`src/rtl/mem_access_unit.sv`:
```
`default_nettype none
// +----------------------------------------------------------------------------+
// | mem_access_unit : load/store unit between a core and a word-wide memory.    |
// | Rev 1.0 - initial release                                                   |
// +----------------------------------------------------------------------------+
module mem_access_unit #(
  parameter int TIMEOUT = 16
) (
  input  logic        clk,
  input  logic        rst_n,
  input  logic        req_valid,
  output logic        req_ready,
  input  logic [3:0]  req_type,
  input  logic [31:0] req_addr,
  input  logic [31:0] req_wdata,
  output logic [31:0] mem_addr,
  output logic [31:0] mem_wdata,
  output logic [3:0]  mem_mask,
  output logic        mem_read,
  output logic        mem_write,
  input  logic        mem_ack,
  input  logic [31:0] mem_rdata,
  output logic        resp_valid,
  input  logic        resp_ready,
  output logic [31:0] resp_data,
  output logic [1:0]  resp_exc
);

  localparam logic [1:0] S_IDLE   = 2'd0;
  localparam logic [1:0] S_ACCESS = 2'd1;
  localparam logic [1:0] S_RESP   = 2'd2;

  localparam logic [1:0] EXC_NONE = 2'b00;
  localparam logic [1:0] EXC_MIS  = 2'b01;
  localparam logic [1:0] EXC_TMO  = 2'b10;
  localparam logic [1:0] EXC_ILL  = 2'b11;

  localparam logic [1:0] SZ_B = 2'd0;
  localparam logic [1:0] SZ_H = 2'd1;
  localparam logic [1:0] SZ_W = 2'd2;

  localparam logic [7:0] TMO_LAST = 8'(TIMEOUT - 1);

  // Low three type bits select the operation; bit 3 only gates legality.
  function automatic logic [1:0] f_size(input logic [2:0] k);
    case (k)
      3'b000, 3'b011, 3'b100: f_size = SZ_B;
      3'b001, 3'b101, 3'b111: f_size = SZ_H;
      default:                f_size = SZ_W;
    endcase
  endfunction

  function automatic logic f_store(input logic [2:0] k);
    f_store = k[2] & ~(k[1] & k[0]);
  endfunction

  function automatic logic f_signed(input logic [2:0] k);
    f_signed = (k == 3'b000) || (k == 3'b001);
  endfunction

  logic [1:0]  state_q, state_d;
  logic [7:0]  cnt_q, cnt_d;
  logic [31:0] data_q, data_d;
  logic [1:0]  exc_q, exc_d;
  logic [2:0]  kind_q;
  logic [31:0] addr_q;
  logic [31:0] wdata_q;

  logic        accept;
  logic        req_misaligned;
  logic [1:0]  req_size;
  logic [1:0]  cur_size;
  logic        cur_store;
  logic [31:0] lane;
  logic [31:0] load_ext;
  logic [3:0]  store_mask;

  assign accept    = (state_q == S_IDLE) && req_valid;
  assign req_size  = f_size(req_type[2:0]);
  assign cur_size  = f_size(kind_q);
  assign cur_store = f_store(kind_q);

  always_comb begin
    req_misaligned = 1'b0;
    case (req_size)
      SZ_H:    req_misaligned = req_addr[0];
      SZ_W:    req_misaligned = (req_addr[1:0] != 2'b00);
      default: req_misaligned = 1'b0;
    endcase
  end

  assign lane = mem_rdata >> {addr_q[1:0], 3'b000};

  always_comb begin
    load_ext = lane;
    case (cur_size)
      SZ_B:    load_ext = {{24{f_signed(kind_q) & lane[7]}}, lane[7:0]};
      SZ_H:    load_ext = {{16{f_signed(kind_q) & lane[15]}}, lane[15:0]};
      default: load_ext = lane;
    endcase
  end

  always_comb begin
    store_mask = 4'b1111;
    case (cur_size)
      SZ_B:    store_mask = 4'b0001 << addr_q[1:0];
      SZ_H:    store_mask = 4'b0011 << addr_q[1:0];
      default: store_mask = 4'b1111;
    endcase
  end

  // State register and the response/counter registers it steers.
  always_ff @(posedge clk or negedge rst_n) begin
    if (!rst_n) begin
      state_q <= S_IDLE;
      cnt_q   <= 8'd0;
      data_q  <= 32'd0;
      exc_q   <= EXC_NONE;
    end else begin
      state_q <= state_d;
      cnt_q   <= cnt_d;
      data_q  <= data_d;
      exc_q   <= exc_d;
    end
  end

  always_ff @(posedge clk or negedge rst_n) begin
    if (!rst_n) begin
      kind_q  <= 3'd0;
      addr_q  <= 32'd0;
      wdata_q <= 32'd0;
    end else if (accept) begin
      kind_q  <= req_type[2:0];
      addr_q  <= req_addr;
      wdata_q <= req_wdata;
    end
  end

  always_comb begin
    state_d = state_q;
    cnt_d   = cnt_q;
    data_d  = data_q;
    exc_d   = exc_q;
    case (state_q)
      S_IDLE: begin
        if (req_valid) begin
          cnt_d  = 8'd0;
          data_d = 32'd0;
          if (!req_type[3]) begin
            state_d = S_RESP;
            exc_d   = EXC_ILL;
          end else if (req_misaligned) begin
            state_d = S_RESP;
            exc_d   = EXC_MIS;
          end else begin
            state_d = S_ACCESS;
            exc_d   = EXC_NONE;
          end
        end
      end
      S_ACCESS: begin
        // An ack arriving on the last allowed cycle still completes normally.
        if (mem_ack) begin
          state_d = S_RESP;
          exc_d   = EXC_NONE;
          data_d  = cur_store ? 32'd0 : load_ext;
        end else if (cnt_q == TMO_LAST) begin
          state_d = S_RESP;
          exc_d   = EXC_TMO;
          data_d  = 32'd0;
        end else begin
          cnt_d = cnt_q + 8'd1;
        end
      end
      S_RESP: begin
        if (resp_ready) begin
          state_d = S_IDLE;
        end
      end
      default: state_d = S_IDLE;
    endcase
  end

  always_comb begin
    req_ready  = 1'b0;
    resp_valid = 1'b0;
    mem_read   = 1'b0;
    mem_write  = 1'b0;
    mem_mask   = 4'b1111;
    case (state_q)
      S_IDLE:   req_ready = 1'b1;
      S_ACCESS: begin
        mem_read  = ~cur_store;
        mem_write = cur_store;
        mem_mask  = cur_store ? store_mask : 4'b1111;
      end
      S_RESP:   resp_valid = 1'b1;
      default:  req_ready = 1'b0;
    endcase
  end

  assign mem_addr  = {addr_q[31:2], 2'b00};
  assign mem_wdata = wdata_q << {addr_q[1:0], 3'b000};
  assign resp_data = data_q;
  assign resp_exc  = exc_q;

endmodule
`default_nettype wire

```
`config.mk`:
```
export PLATFORM = sky130hd
export DESIGN_NAME = mem_access_unit
export DESIGN_NICKNAME = d
export VERILOG_FILES = /design/src/rtl/mem_access_unit.sv
export SDC_FILE = /design/constraint.sdc
export NUM_CORES = 1
export LEC_CHECK = 0
export ABC_CLOCK_PERIOD_IN_PS = 2350
export CORE_MARGIN = 1
export CORE_UTILIZATION = 30
export DETAILED_ROUTE_END_ITERATION = 8
export GPL_TIMING_DRIVEN = 0
export PLACE_DENSITY_LB_ADDON = 0.2
export SLEW_MARGIN = 0
export SYNTH_ARGS = -nofsm -noshare
export SYNTH_HDL_FRONTEND = slang
export SYNTH_SLANG_ARGS = --single-unit
```
`constraint.sdc`:
```
create_clock -name clk -period 2.35 [get_ports clk]
set_input_delay 0.235 -clock clk [delete_from_list [all_inputs] [get_ports clk]]
set_output_delay 0.235 -clock clk [all_outputs]
set_load 0.1 [all_outputs]
```
==> metrics.txt <==
crit path launch type=flop; NumNets Final=988; ANT cells=0; ys async rst share=100.0%; Worst Setup End Kind=output port; crit-path max FO=10; kind of critical path=flop to output port; hold slack=0.3264 ns; total number of vias=5397; RePlAce Congestion=0.7948; # IOs=211; post-route insts no fill=1147; placed cells=1130; DRC violations left=0; die height=141.4 um; Setup Total Neg Slack=0 ns; R2R depth=7; top-count cell post-synth=nand2_1; Cells after Synth=660; synth unique cells=46; Area contributors post-synth=dfrtp_1 48%, nand2_1 15%, mux2i_1 5.8%; CTS tree=yes; Rows=50; Initial DRT Pass Iterations=4; Post-synth EDFFs=0; Final ANT Viol Nets=0; vias in the first global route=5435; vias per cell=4.705; cell taking the most area after synthesis=dfrtp_1; sequential share of the synthesized area=47.64%; status=completed; final setup vio count=0; Root Driver=clkbuf_16; reg2reg start=cnt_q[0]$_DFFE_PN0P_; top cell type's share of synthesized area=47.64%; largest net degree at the start of global routing=85; WL/cell=16.88 um; synth cell count leaders=226 x nand2_1, 111 x dfrtp_1, 35 x o21ai_0, 34 x mux2i_1, 33 x buf_4; Most used DFF post-synth=dfrtp_1; first-pass GRT wire length=30.17 mm; R2R Path End=resp_exc[1]$_DFFE_PN0P_; Hold Fails Final Rpt=0; Die X=141.4 um; Mapped Area=5831 sq um; fin worst setup slack=0.1042 ns; Starting DRT DRC Count=190; die area=20000 sq um; Tcrit/Tclk final=95.56%; max-slew violation count=0; fillers=1893; CP required=2.12 ns; post-DP HPWL=14.36 mm; final wirelength=19.37 mm; multi-input logic area=2870 sq um; synth warn=0; CTS sink count=111; TritonCTS Buffers=9; Starting Density=30.86%; slew of the pin with the lowest slew margin=1.008 ns; Register Area=2778 sq um; grt total ovfl=0; max_cap viols=0; crit path time final=2.246 ns; synthesis-to-layout area growth=52.55%; RSZ-0062 raised after global routing=true; core box area=18890 sq um; Post-Syn Area per Cell=8.834 sq um; port bufs=208; synthesis-stage register bit count=111; Worst R2R Setup Slack=0.28 ns; Max Fclk=445.3 MHz; clk_lat worst skew=0.36 ns; clk buf depth=2; CP arrival=2.01 ns; Worst Hold Class=input pin to async pin; share of layout cells above drive strength 1=18.49%; initial antenna violation count=0; slew margin rel.=32.56%; H-tree depth=3; Clk pin slew, worst setup/hold paths=0.07 ns; Total GRT Usage=19.72%; Place WS=-1.059 ns; clk_skew=0.007290 ns
worst max path at each step:
stage,startpoint,end,slack [ns],cells past startpoint
after floorplan,addr_q[0]$_DFFE_PN0P_,mem_mask[1],-0.39,5
after global placement,rst_n,wdata_q[0]$_DFFE_PN0P_,-3.56,1
after detailed placement,addr_q[1]$_DFFE_PN0P_,mem_wdata[30],-1.06,7
after CTS,addr_q[1]$_DFFE_PN0P_,mem_wdata[25],-0.02,7
after global routing,addr_q[0]$_DFFE_PN0P_,mem_wdata[19],-0.004,7
final,addr_q[1]$_DFFE_PN0P_,mem_wdata[17],0.10,6
cell families after synthesis:
family          count (synthesis)  share of synthesized area (%)
simple gates                  295                          21.57
compound gates                130                          15.45
flops                         111                          47.64
buf+inv                        82                          7.983
mux                            36                          6.481
xor+xnor                        4                         0.6010
fa+ha+maj                       1                         0.2146
other cells                     1                        0.06432
through the flow:
step                      cell area (sq um)  util (%)
final                                  8895     47.08
after global routing                   8895     47.08
after CTS                              8791     46.53
after detailed placement               8428     44.61
after global placement                 8399     44.46
after floorplan                        5992         -
layout by cell type, fill, tap and decap left out, types with 4 or more instances in the layout:
cell / n
a211o_1: 8
a211oi_2: 8
a21oi_1: 21
a21oi_4: 9
a32o_1: 15
and2_1: 10
buf_2: 5
buf_4: 58
buf_6: 19
buf_8: 4
clkbuf_1: 20
clkbuf_16: 9
clkbuf_4: 4
clkdlybuf4s50_1: 167
dfrtp_1: 111
inv_1: 4
mux2i_1: 26
mux2i_4: 5
nand2_1: 226
nor2_1: 10
nor2_2: 10
nor2b_1: 19
o21ai_0: 25
o21ai_2: 9
o2bb2ai_1: 15
o31ai_1: 9
layout make-up:
type                       count  area share [%]
multi-input combinational    468           32.27
sequential                   111           31.23
timing repair buffer         210           23.63
buffer                        78           5.838
tap                          260           3.657
clock buffer                  12           2.884
clock inverter                 4          0.3235
inverter                       4          0.1688
flip-flops by register name (all words and copies together) (netlist names):
register   count
wdata_q       32
cnt_q          8
state_q        2
addr_q        32
kind_q         3
resp_data     32
resp_exc       2
what timing repair did:
action,CTS,global route
setup buffers,0,0
hold endpoints to repair,27,0
setup endpoints to repair,40,36
hold buffers,1,0
gates resized for setup,273,30
per-layer routing:
metal,wire length [um],GRT usage [%],vias to the layer above
li1,-,-,2637
met3,1508,5.535,16
met2,8788,31.34,184
met4,263,6.225,0
met1,8805,25.97,2560
met5,0,0,-
critical path, cell delays in order (launching register included):
cell and delay, ns:
dfrtp_1 0.32, buf_2 0.22, buf_6 0.21, buf_8 0.21
mux2i_2 0.35, o21ai_2 0.08, buf_4 0.24
Power is not shown: default switching activity piles up to over one toggle a cycle in this logic, so the estimate is an artifact.
